`src/rtl/fifo_pkg.sv`:
```
`default_nettype none
// ============================================================================
//  Module      : fifo_pkg
//  Description : Shared types and helpers for the dual-port-RAM FIFO
//                controller: skid-slot record (valid + payload) and the
//                occupancy-count width function.
//  Revision    : 1.0 - initial release
// ============================================================================
package fifo_pkg;

  // Payload width carried by a skid slot; the controller's DATA_WIDTH must
  // match it.
  localparam int unsigned c_slot_width = 32;

  typedef struct packed {
    logic                    valid;
    logic [c_slot_width-1:0] data;
  } skid_slot_t;

  // Total occupancy reaches DEPTH + 2, so two extra bits over the address.
  function automatic int unsigned count_width(input int unsigned addr_width);
    return addr_width + 2;
  endfunction

endpackage
`default_nettype wire

```
`src/rtl/dp_ram_fifo_ctrl_if.sv`:
```
`default_nettype none
// ============================================================================
//  Module      : dp_ram_fifo_ctrl_if
//  Description : Producer/consumer stream bundle of the FIFO controller.
//                master : drives wr_valid/wr_data/rd_ready (traffic source)
//                slave  : the FIFO controller itself
//  Revision    : 1.0 - initial release
// ============================================================================
interface dp_ram_fifo_ctrl_if #(
  parameter int DATA_WIDTH = 32
);
  logic                  wr_valid;
  logic                  wr_ready;
  logic [DATA_WIDTH-1:0] wr_data;
  logic                  rd_valid;
  logic                  rd_ready;
  logic [DATA_WIDTH-1:0] rd_data;

  modport master (
    output wr_valid, wr_data, rd_ready,
    input  wr_ready, rd_valid, rd_data
  );

  modport slave (
    input  wr_valid, wr_data, rd_ready,
    output wr_ready, rd_valid, rd_data
  );
endinterface
`default_nettype wire

```
`src/rtl/fifo_skid2.sv`:
```
`default_nettype none
// ============================================================================
//  Module      : fifo_skid2
//  Description : Two-slot output skid buffer (S0 = head, S1 behind it).
//                Ports: CLKA, rst_n (sync, active-low); cap_valid/cap_data
//                load returning RAM data; pop removes the head;
//                head_valid/head_data expose S0; occupancy = valid slots.
//  Revision    : 1.0 - initial release
// ============================================================================
module fifo_skid2
  import fifo_pkg::*;
(
  input  logic                    CLKA,
  input  logic                    rst_n,
  input  logic                    cap_valid,
  input  logic [c_slot_width-1:0] cap_data,
  input  logic                    pop,
  output logic                    head_valid,
  output logic [c_slot_width-1:0] head_data,
  output logic [1:0]              occupancy
);

  skid_slot_t r_s0, r_s1;
  skid_slot_t w_s0, w_s1;

  // Apply the pop first, then drop the capture into the lowest free slot of
  // the post-pop state, so a simultaneous pop and capture keep order.
  always_comb begin
    w_s0 = pop ? r_s1 : r_s0;
    w_s1 = r_s1;
    if (pop) begin
      w_s1.valid = 1'b0;
    end
    if (cap_valid) begin
      if (!w_s0.valid) begin
        w_s0.valid = 1'b1;
        w_s0.data  = cap_data;
      end else begin
        w_s1.valid = 1'b1;
        w_s1.data  = cap_data;
      end
    end
  end

  // Only the valid flags are reset; payloads simply follow.
  always_ff @(posedge CLKA) begin
    if (!rst_n) begin
      r_s0.valid <= 1'b0;
      r_s1.valid <= 1'b0;
    end else begin
      r_s0.valid <= w_s0.valid;
      r_s1.valid <= w_s1.valid;
    end
    r_s0.data <= w_s0.data;
    r_s1.data <= w_s1.data;
  end

  assign head_valid = r_s0.valid;
  assign head_data  = r_s0.data;
  assign occupancy  = {1'b0, r_s0.valid} + {1'b0, r_s1.valid};

endmodule
`default_nettype wire

```
`src/rtl/dp_ram_fifo_ctrl.sv`:
```
`default_nettype none
// ============================================================================
//  Module      : dp_ram_fifo_ctrl
//  Description : First-word-fall-through FIFO built on an external dual-port
//                RAM (DEPTH = 2**ADDR_WIDTH) plus a 2-entry output skid,
//                total capacity DEPTH + 2.
//                Ports: CLKA, rst_n (sync, active-low); bus (stream slave);
//                count = total occupancy; ram_AA/ram_CEA read port,
//                ram_AB/ram_CEB/ram_DB/ram_BWB write port, ram_QA read data
//                (one-cycle latency).
//  Revision    : 1.0 - initial release
// ============================================================================
module dp_ram_fifo_ctrl
  import fifo_pkg::*;
#(
  parameter int ADDR_WIDTH = 4,
  parameter int DATA_WIDTH = c_slot_width
) (
  input  logic                               CLKA,
  input  logic                               rst_n,
  dp_ram_fifo_ctrl_if.slave                  bus,
  output logic [count_width(ADDR_WIDTH)-1:0] count,
  output logic [ADDR_WIDTH-1:0]              ram_AA,
  output logic                               ram_CEA,
  output logic [ADDR_WIDTH-1:0]              ram_AB,
  output logic                               ram_CEB,
  output logic [DATA_WIDTH-1:0]              ram_DB,
  output logic [DATA_WIDTH-1:0]              ram_BWB,
  input  logic [DATA_WIDTH-1:0]              ram_QA
);

  localparam int unsigned           c_depth    = 2 ** ADDR_WIDTH;
  localparam int unsigned           c_cnt_w    = count_width(ADDR_WIDTH);
  localparam logic [ADDR_WIDTH:0]   c_ram_full = (ADDR_WIDTH + 1)'(c_depth);

  logic [ADDR_WIDTH-1:0] r_wr_ptr;
  logic [ADDR_WIDTH-1:0] r_rd_ptr;
  logic [ADDR_WIDTH:0]   r_ram_cnt;
  logic                  r_inflight;
  logic [c_cnt_w-1:0]    r_count;

  logic                  w_wr_fire;
  logic                  w_pop;
  logic                  w_issue;
  logic                  w_head_valid;
  logic [DATA_WIDTH-1:0] w_head_data;
  logic [1:0]            w_skid_occ;
  logic [2:0]            w_pending;

  assign bus.wr_ready = rst_n && (r_ram_cnt != c_ram_full);
  assign bus.rd_valid = rst_n && w_head_valid;
  assign bus.rd_data  = w_head_data;

  assign w_wr_fire = bus.wr_valid && bus.wr_ready;
  assign w_pop     = bus.rd_valid && bus.rd_ready;

  // Skid entries that will be held once this cycle's pop and the returning
  // read are accounted for. Crediting the same-cycle pop lets a read issue
  // every cycle while the consumer drains, sustaining one entry per cycle.
  assign w_pending = {1'b0, w_skid_occ} - {2'b00, w_pop} + {2'b00, r_inflight};

  // r_ram_cnt excludes this cycle's write, so a freshly written word is read
  // no earlier than the next cycle and read/write addresses never collide.
  assign w_issue = rst_n && (r_ram_cnt != '0) && (w_pending < 3'd2);

  assign ram_CEA = w_issue;
  assign ram_AA  = r_rd_ptr;
  assign ram_CEB = w_wr_fire;
  assign ram_AB  = r_wr_ptr;
  assign ram_DB  = bus.wr_data;
  assign ram_BWB = {DATA_WIDTH{1'b1}};

  assign count = r_count;

  always_ff @(posedge CLKA) begin
    if (!rst_n) begin
      r_wr_ptr   <= '0;
      r_rd_ptr   <= '0;
      r_ram_cnt  <= '0;
      r_inflight <= 1'b0;
      r_count    <= '0;
    end else begin
      if (w_wr_fire) begin
        r_wr_ptr <= r_wr_ptr + 1'b1;
      end
      if (w_issue) begin
        r_rd_ptr <= r_rd_ptr + 1'b1;
      end
      r_ram_cnt  <= r_ram_cnt + (ADDR_WIDTH + 1)'(w_wr_fire)
                              - (ADDR_WIDTH + 1)'(w_issue);
      r_inflight <= w_issue;
      r_count    <= r_count + c_cnt_w'(w_wr_fire) - c_cnt_w'(w_pop);
    end
  end

  fifo_skid2 u_skid (
    .CLKA       (CLKA),
    .rst_n      (rst_n),
    .cap_valid  (r_inflight),
    .cap_data   (ram_QA),
    .pop        (w_pop),
    .head_valid (w_head_valid),
    .head_data  (w_head_data),
    .occupancy  (w_skid_occ)
  );

endmodule
`default_nettype wire

```
`src/flat_wrapper.sv`:
```
// flat-port wrapper written by rule: the top's interface ports become plain ports
module dp_ram_fifo_ctrl_flat import fifo_pkg::*;
#(
  parameter int ADDR_WIDTH = 4,
  parameter int DATA_WIDTH = c_slot_width
)
  (CLKA, rst_n, count, ram_AA, ram_CEA, ram_AB, ram_CEB, ram_DB, ram_BWB, ram_QA, bus_wr_valid, bus_wr_data, bus_rd_ready, bus_wr_ready, bus_rd_valid, bus_rd_data);
  dp_ram_fifo_ctrl_if #(.DATA_WIDTH(DATA_WIDTH)) bus_i ();
  input  logic CLKA;
  input  logic rst_n;
  output logic [count_width(ADDR_WIDTH)-1:0] count;
  output logic [ADDR_WIDTH-1:0] ram_AA;
  output logic ram_CEA;
  output logic [ADDR_WIDTH-1:0] ram_AB;
  output logic ram_CEB;
  output logic [DATA_WIDTH-1:0] ram_DB;
  output logic [DATA_WIDTH-1:0] ram_BWB;
  input  logic [DATA_WIDTH-1:0] ram_QA;
  input wire logic [$bits(bus_i.wr_valid)-1:0] bus_wr_valid;
  input wire logic [$bits(bus_i.wr_data)-1:0] bus_wr_data;
  input wire logic [$bits(bus_i.rd_ready)-1:0] bus_rd_ready;
  output wire logic [$bits(bus_i.wr_ready)-1:0] bus_wr_ready;
  output wire logic [$bits(bus_i.rd_valid)-1:0] bus_rd_valid;
  output wire logic [$bits(bus_i.rd_data)-1:0] bus_rd_data;
  assign bus_i.wr_valid = bus_wr_valid;
  assign bus_i.wr_data = bus_wr_data;
  assign bus_i.rd_ready = bus_rd_ready;
  assign bus_wr_ready = bus_i.wr_ready;
  assign bus_rd_valid = bus_i.rd_valid;
  assign bus_rd_data = bus_i.rd_data;
  dp_ram_fifo_ctrl #(.ADDR_WIDTH(ADDR_WIDTH), .DATA_WIDTH(DATA_WIDTH)) u_core (.CLKA(CLKA), .rst_n(rst_n), .bus(bus_i), .count(count), .ram_AA(ram_AA), .ram_CEA(ram_CEA), .ram_AB(ram_AB), .ram_CEB(ram_CEB), .ram_DB(ram_DB), .ram_BWB(ram_BWB), .ram_QA(ram_QA));
endmodule
```
`config.mk`:
```
export PLATFORM = sky130hd
export DESIGN_NAME = dp_ram_fifo_ctrl_flat
export DESIGN_NICKNAME = d
export VERILOG_FILES = /design/src/rtl/fifo_pkg.sv /design/src/rtl/dp_ram_fifo_ctrl_if.sv /design/src/rtl/fifo_skid2.sv /design/src/rtl/dp_ram_fifo_ctrl.sv /design/src/flat_wrapper.sv
export SDC_FILE = /design/constraint.sdc
export NUM_CORES = 1
export LEC_CHECK = 0
export CAP_MARGIN = 0
export CORE_MARGIN = 1
export CORE_UTILIZATION = 45
export CTS_CLUSTER_DIAMETER = 50
export DETAILED_ROUTE_END_ITERATION = 6
export GPL_ROUTABILITY_DRIVEN = 0
export HOLD_SLACK_MARGIN = 0.15
export PLACE_DENSITY = 0.86
export SETUP_SLACK_MARGIN = 0.15
export SYNTH_ARGS = -nofsm -noshare
export SYNTH_HDL_FRONTEND = slang
export SYNTH_SLANG_ARGS = --single-unit
export TNS_END_PERCENT = 1
```
`constraint.sdc`:
```
create_clock -name CLKA -period 7.95 [get_ports CLKA]
set_input_delay 1.9875 -clock CLKA [delete_from_list [all_inputs] [get_ports CLKA]]
set_output_delay 1.9875 -clock CLKA [all_outputs]
set_load 0.01 [all_outputs]
```
==> reports/metrics.yaml <==
logic_synthesis:
  yosysMostFrequentCell: "buf_4"
  synthesis.area_sq_um: 4010
  yosysSeqAreaShare_pct: 50.9
  yosys_warnings: 0
  ys_async_sr_fraction_pct: 0
  synth_commonest_cells: "64 x buf_4, 54 x dfxtp_1, 35 x nand2_1, 35 x o21ai_0"
  yosys.area.top_type: "dfxtp_1"
  synth_top_area_share_pct: 26.9
  synthTopCellsByArea: "dfxtp_1 27%, edfxtp_1 24%, buf_4 12%"
  ys_seq_elements: 86
  synth-edff-count: 32
  syn_area_per_cell_sq_um: 10.7
  synthFlopType: "dfxtp_1"
  ys_types: 39
  netlist_instances: 375
clocking:
  cts_buffer_depth: 2
  root_buffer: "clkbuf_8"
  cts_buffers: 9
  cts_sinks: 86
  post-cts-setup-buffer-count: 0
  cts_tree: "built"
  cts_hold_buffers: 0
  htree_num_levels: 3
  path_clk_slew_ps: 80
  ctsResizeCount: 0
  clk_latency_ps: 340
sta:
  drv_slew: 0
  period_share_pct: 82.5
  worstMarginPinSlew_ps: 782
  final.setup.tns_ps: 0
  slew_headroom_pct: 47.9
  rsz0062_at_grt: "no"
  final_hold_viol_count: 0
  clock.fmax_mhz: 153
  setup_violations: 0
  fin_skew_ps: 10.1
  min_period_ps: 6560
global_route:
  antenna_found_initial: 0
  grt_pass1_vias: 2376
  overflow: 0
  grt_usage_pct: 15.6
  grt_start_max_net_pins: 35
  grt_pass1_wl_um: 11100
detailed_routing:
  drc: 0
  drt-pass1-iter-count: 4
  viasPerCell: 4.77
  wl_um: 7200
  post_drt_wl_per_cell_um: 13.3
  ant_nets: 0
  vias: 2578
  initialDrtViolationCount: 82
worst_hold_path:
  holdCritPathClass: "reg2reg"
pwr:
  p_int_mw: 1.12
  p_total_mw: 1.69
  sequentialPowerShare_pct: 39.9
  switching_share_pct: 34.1
  ir_drop_v: 0.000182
  clock_power_share_pct: 17.8
  p_leak_nw: 2.07
  power_density_nw_per_um2: 353
  comb_power_share_pct: 42.3
  p_sw_uw: 578
critical_path:
  slowest_delay_ps: 620
  arrival_ps: 4570
  criticalPathCategory: "in2out"
  endpoint_kind: "output port"
  cp_slowest_cell: "clkdlybuf4s50_1"
  cp.required_ps: 5960
  worstPathMaxFanout: 10
  path_cells: "clkdlybuf4s50_1 > nand3_2 > inv_1 > ha_1 > inv_1 > ha_1 > a21oi_4 > xnor2_2 > nor3_1 > clkdlybuf4s50_1"
  worst_setup_path_start_kind: "input pin"
flow_run:
  cap_violations: 0
floorplanning:
  die_area_sq_um: 9300
  die_width_um: 96.4
  io_pins: 182
  die_h_um: 96.4
  rows: 34
  coreArea_sq_um: 8680
  start_util_pct: 46.2
layout:
  area_growth_pct: 19.6
  final_nets: 515
  n_antenna_cell: 0
  drive_above_1_share_pct: 6.00
placement:
  io_buffer_count: 85
  hpwlAfterDp_um: 5020
status:
  status: "complete, no violations"
-- final cells by class --
cell class                 instances  area, sq um
inverter                          20         75.1
clock buffer                       9          124
sequential                        86         2040
tap                              108          135
clock inverter                     7         72.6
fill                             757         3880
multi-input combinational        224         1480
timing repair buffer              87          866
-- kinds of logic after synthesis --
group,share of synthesized area [%]
adder cells (fa/ha/maj),6.30
multiplexers,7.99
flip-flops,50.9
AO/OA/AOI/OAI,7.74
buffers and inverters,15.4
AND/OR/NAND/NOR,9.23
XOR/XNOR,2.37
other,0.0935
-- path summary, 6_finish.rpt --
path / start / endpoint / slack, ps / cells past startpoint
max: rst_n / ram_CEA / 1390 / 10
max reg2reg: u_core.u_skid.head_valid / u_core.r_ram_cnt[4] / 4550 / 16
min reg2reg: u_core.ram_AB[1] / u_core.ram_AB[1] / 510 / 2
min: u_core.ram_AB[1] / u_core.ram_AB[1] / 510 / 2
-- critical path: cells and delay by family --
kind / cells / cell delay [ps]
xor gates and xnor gates: 1 / 150
adders and majority gates: 2 / 480
AOI/OAI and AO/OA: 1 / 170
and+or+nand+nor: 2 / 390
buffers and inverters: 4 / 1380
-- power by group through the flow --
stage,clock (mW),combinational [mW],sequential [mW]
after floorplan,0,0.393,0.720
after global placement,0,0.687,0.682
after detailed placement,0,0.720,0.687
after CTS,0.312,0.725,0.678
after global routing,0.330,0.803,0.694
final,0.301,0.716,0.677
-- metal layers --
metal  share of wire (%)  vias to the layer above  GRT usage, %
met5                   0                        -             0
li1                    -                     1278             -
met1                  43                     1196          19.1
met4                 1.6                        0          6.74
met3                 6.0                       13          4.15
met2                  49                       91          26.0
-- metrics by stage --
step	utilization [%]	hold WS, ps	setup WS [ps]	instance area, sq um	cells
global route	55.3	532	1250	4800	541
detailed placement	53.0	490	1430	4600	525
finish	55.3	506	1390	4800	541
global placement	53.0	479	1520	4600	525
CTS	55.3	506	1400	4800	541
floorplan	-	472	2170	4130	406
-- layout by cell type, fill, tap and decap left out, types with 2 or more instances in the layout --
cell	instances
mux2i_1	32
clkinvlp_4	2
and3_1	2
o21ai_0	35
clkinv_2	2
conb_1	32
o31ai_1	2
nor3_1	5
clkdlybuf4s50_1	85
fa_1	2
nor2b_1	2
ha_1	17
clkbuf_8	9
xor2_1	5
nor2_1	12
a21oi_1	11
edfxtp_1	32
or4_1	2
nand3_1	4
nand2_1	35
xnor2_1	4
a21o_1	3
buf_4	2
and2_1	4
inv_1	20
dfxtp_1	54
-- flip-flops by register name (all words and copies together), names as in the netlist --
register                  count
u_core.u_skid.head_valid      1
u_core.ram_AB                 4
u_core.ram_AA                 4
u_core.r_inflight             1
u_core.r_ram_cnt              5
u_core.count                  6
u_core.u_skid.r_s1           33
u_core.u_skid.head_data      32
Note: power is estimated with default switching activity, not from simulation.
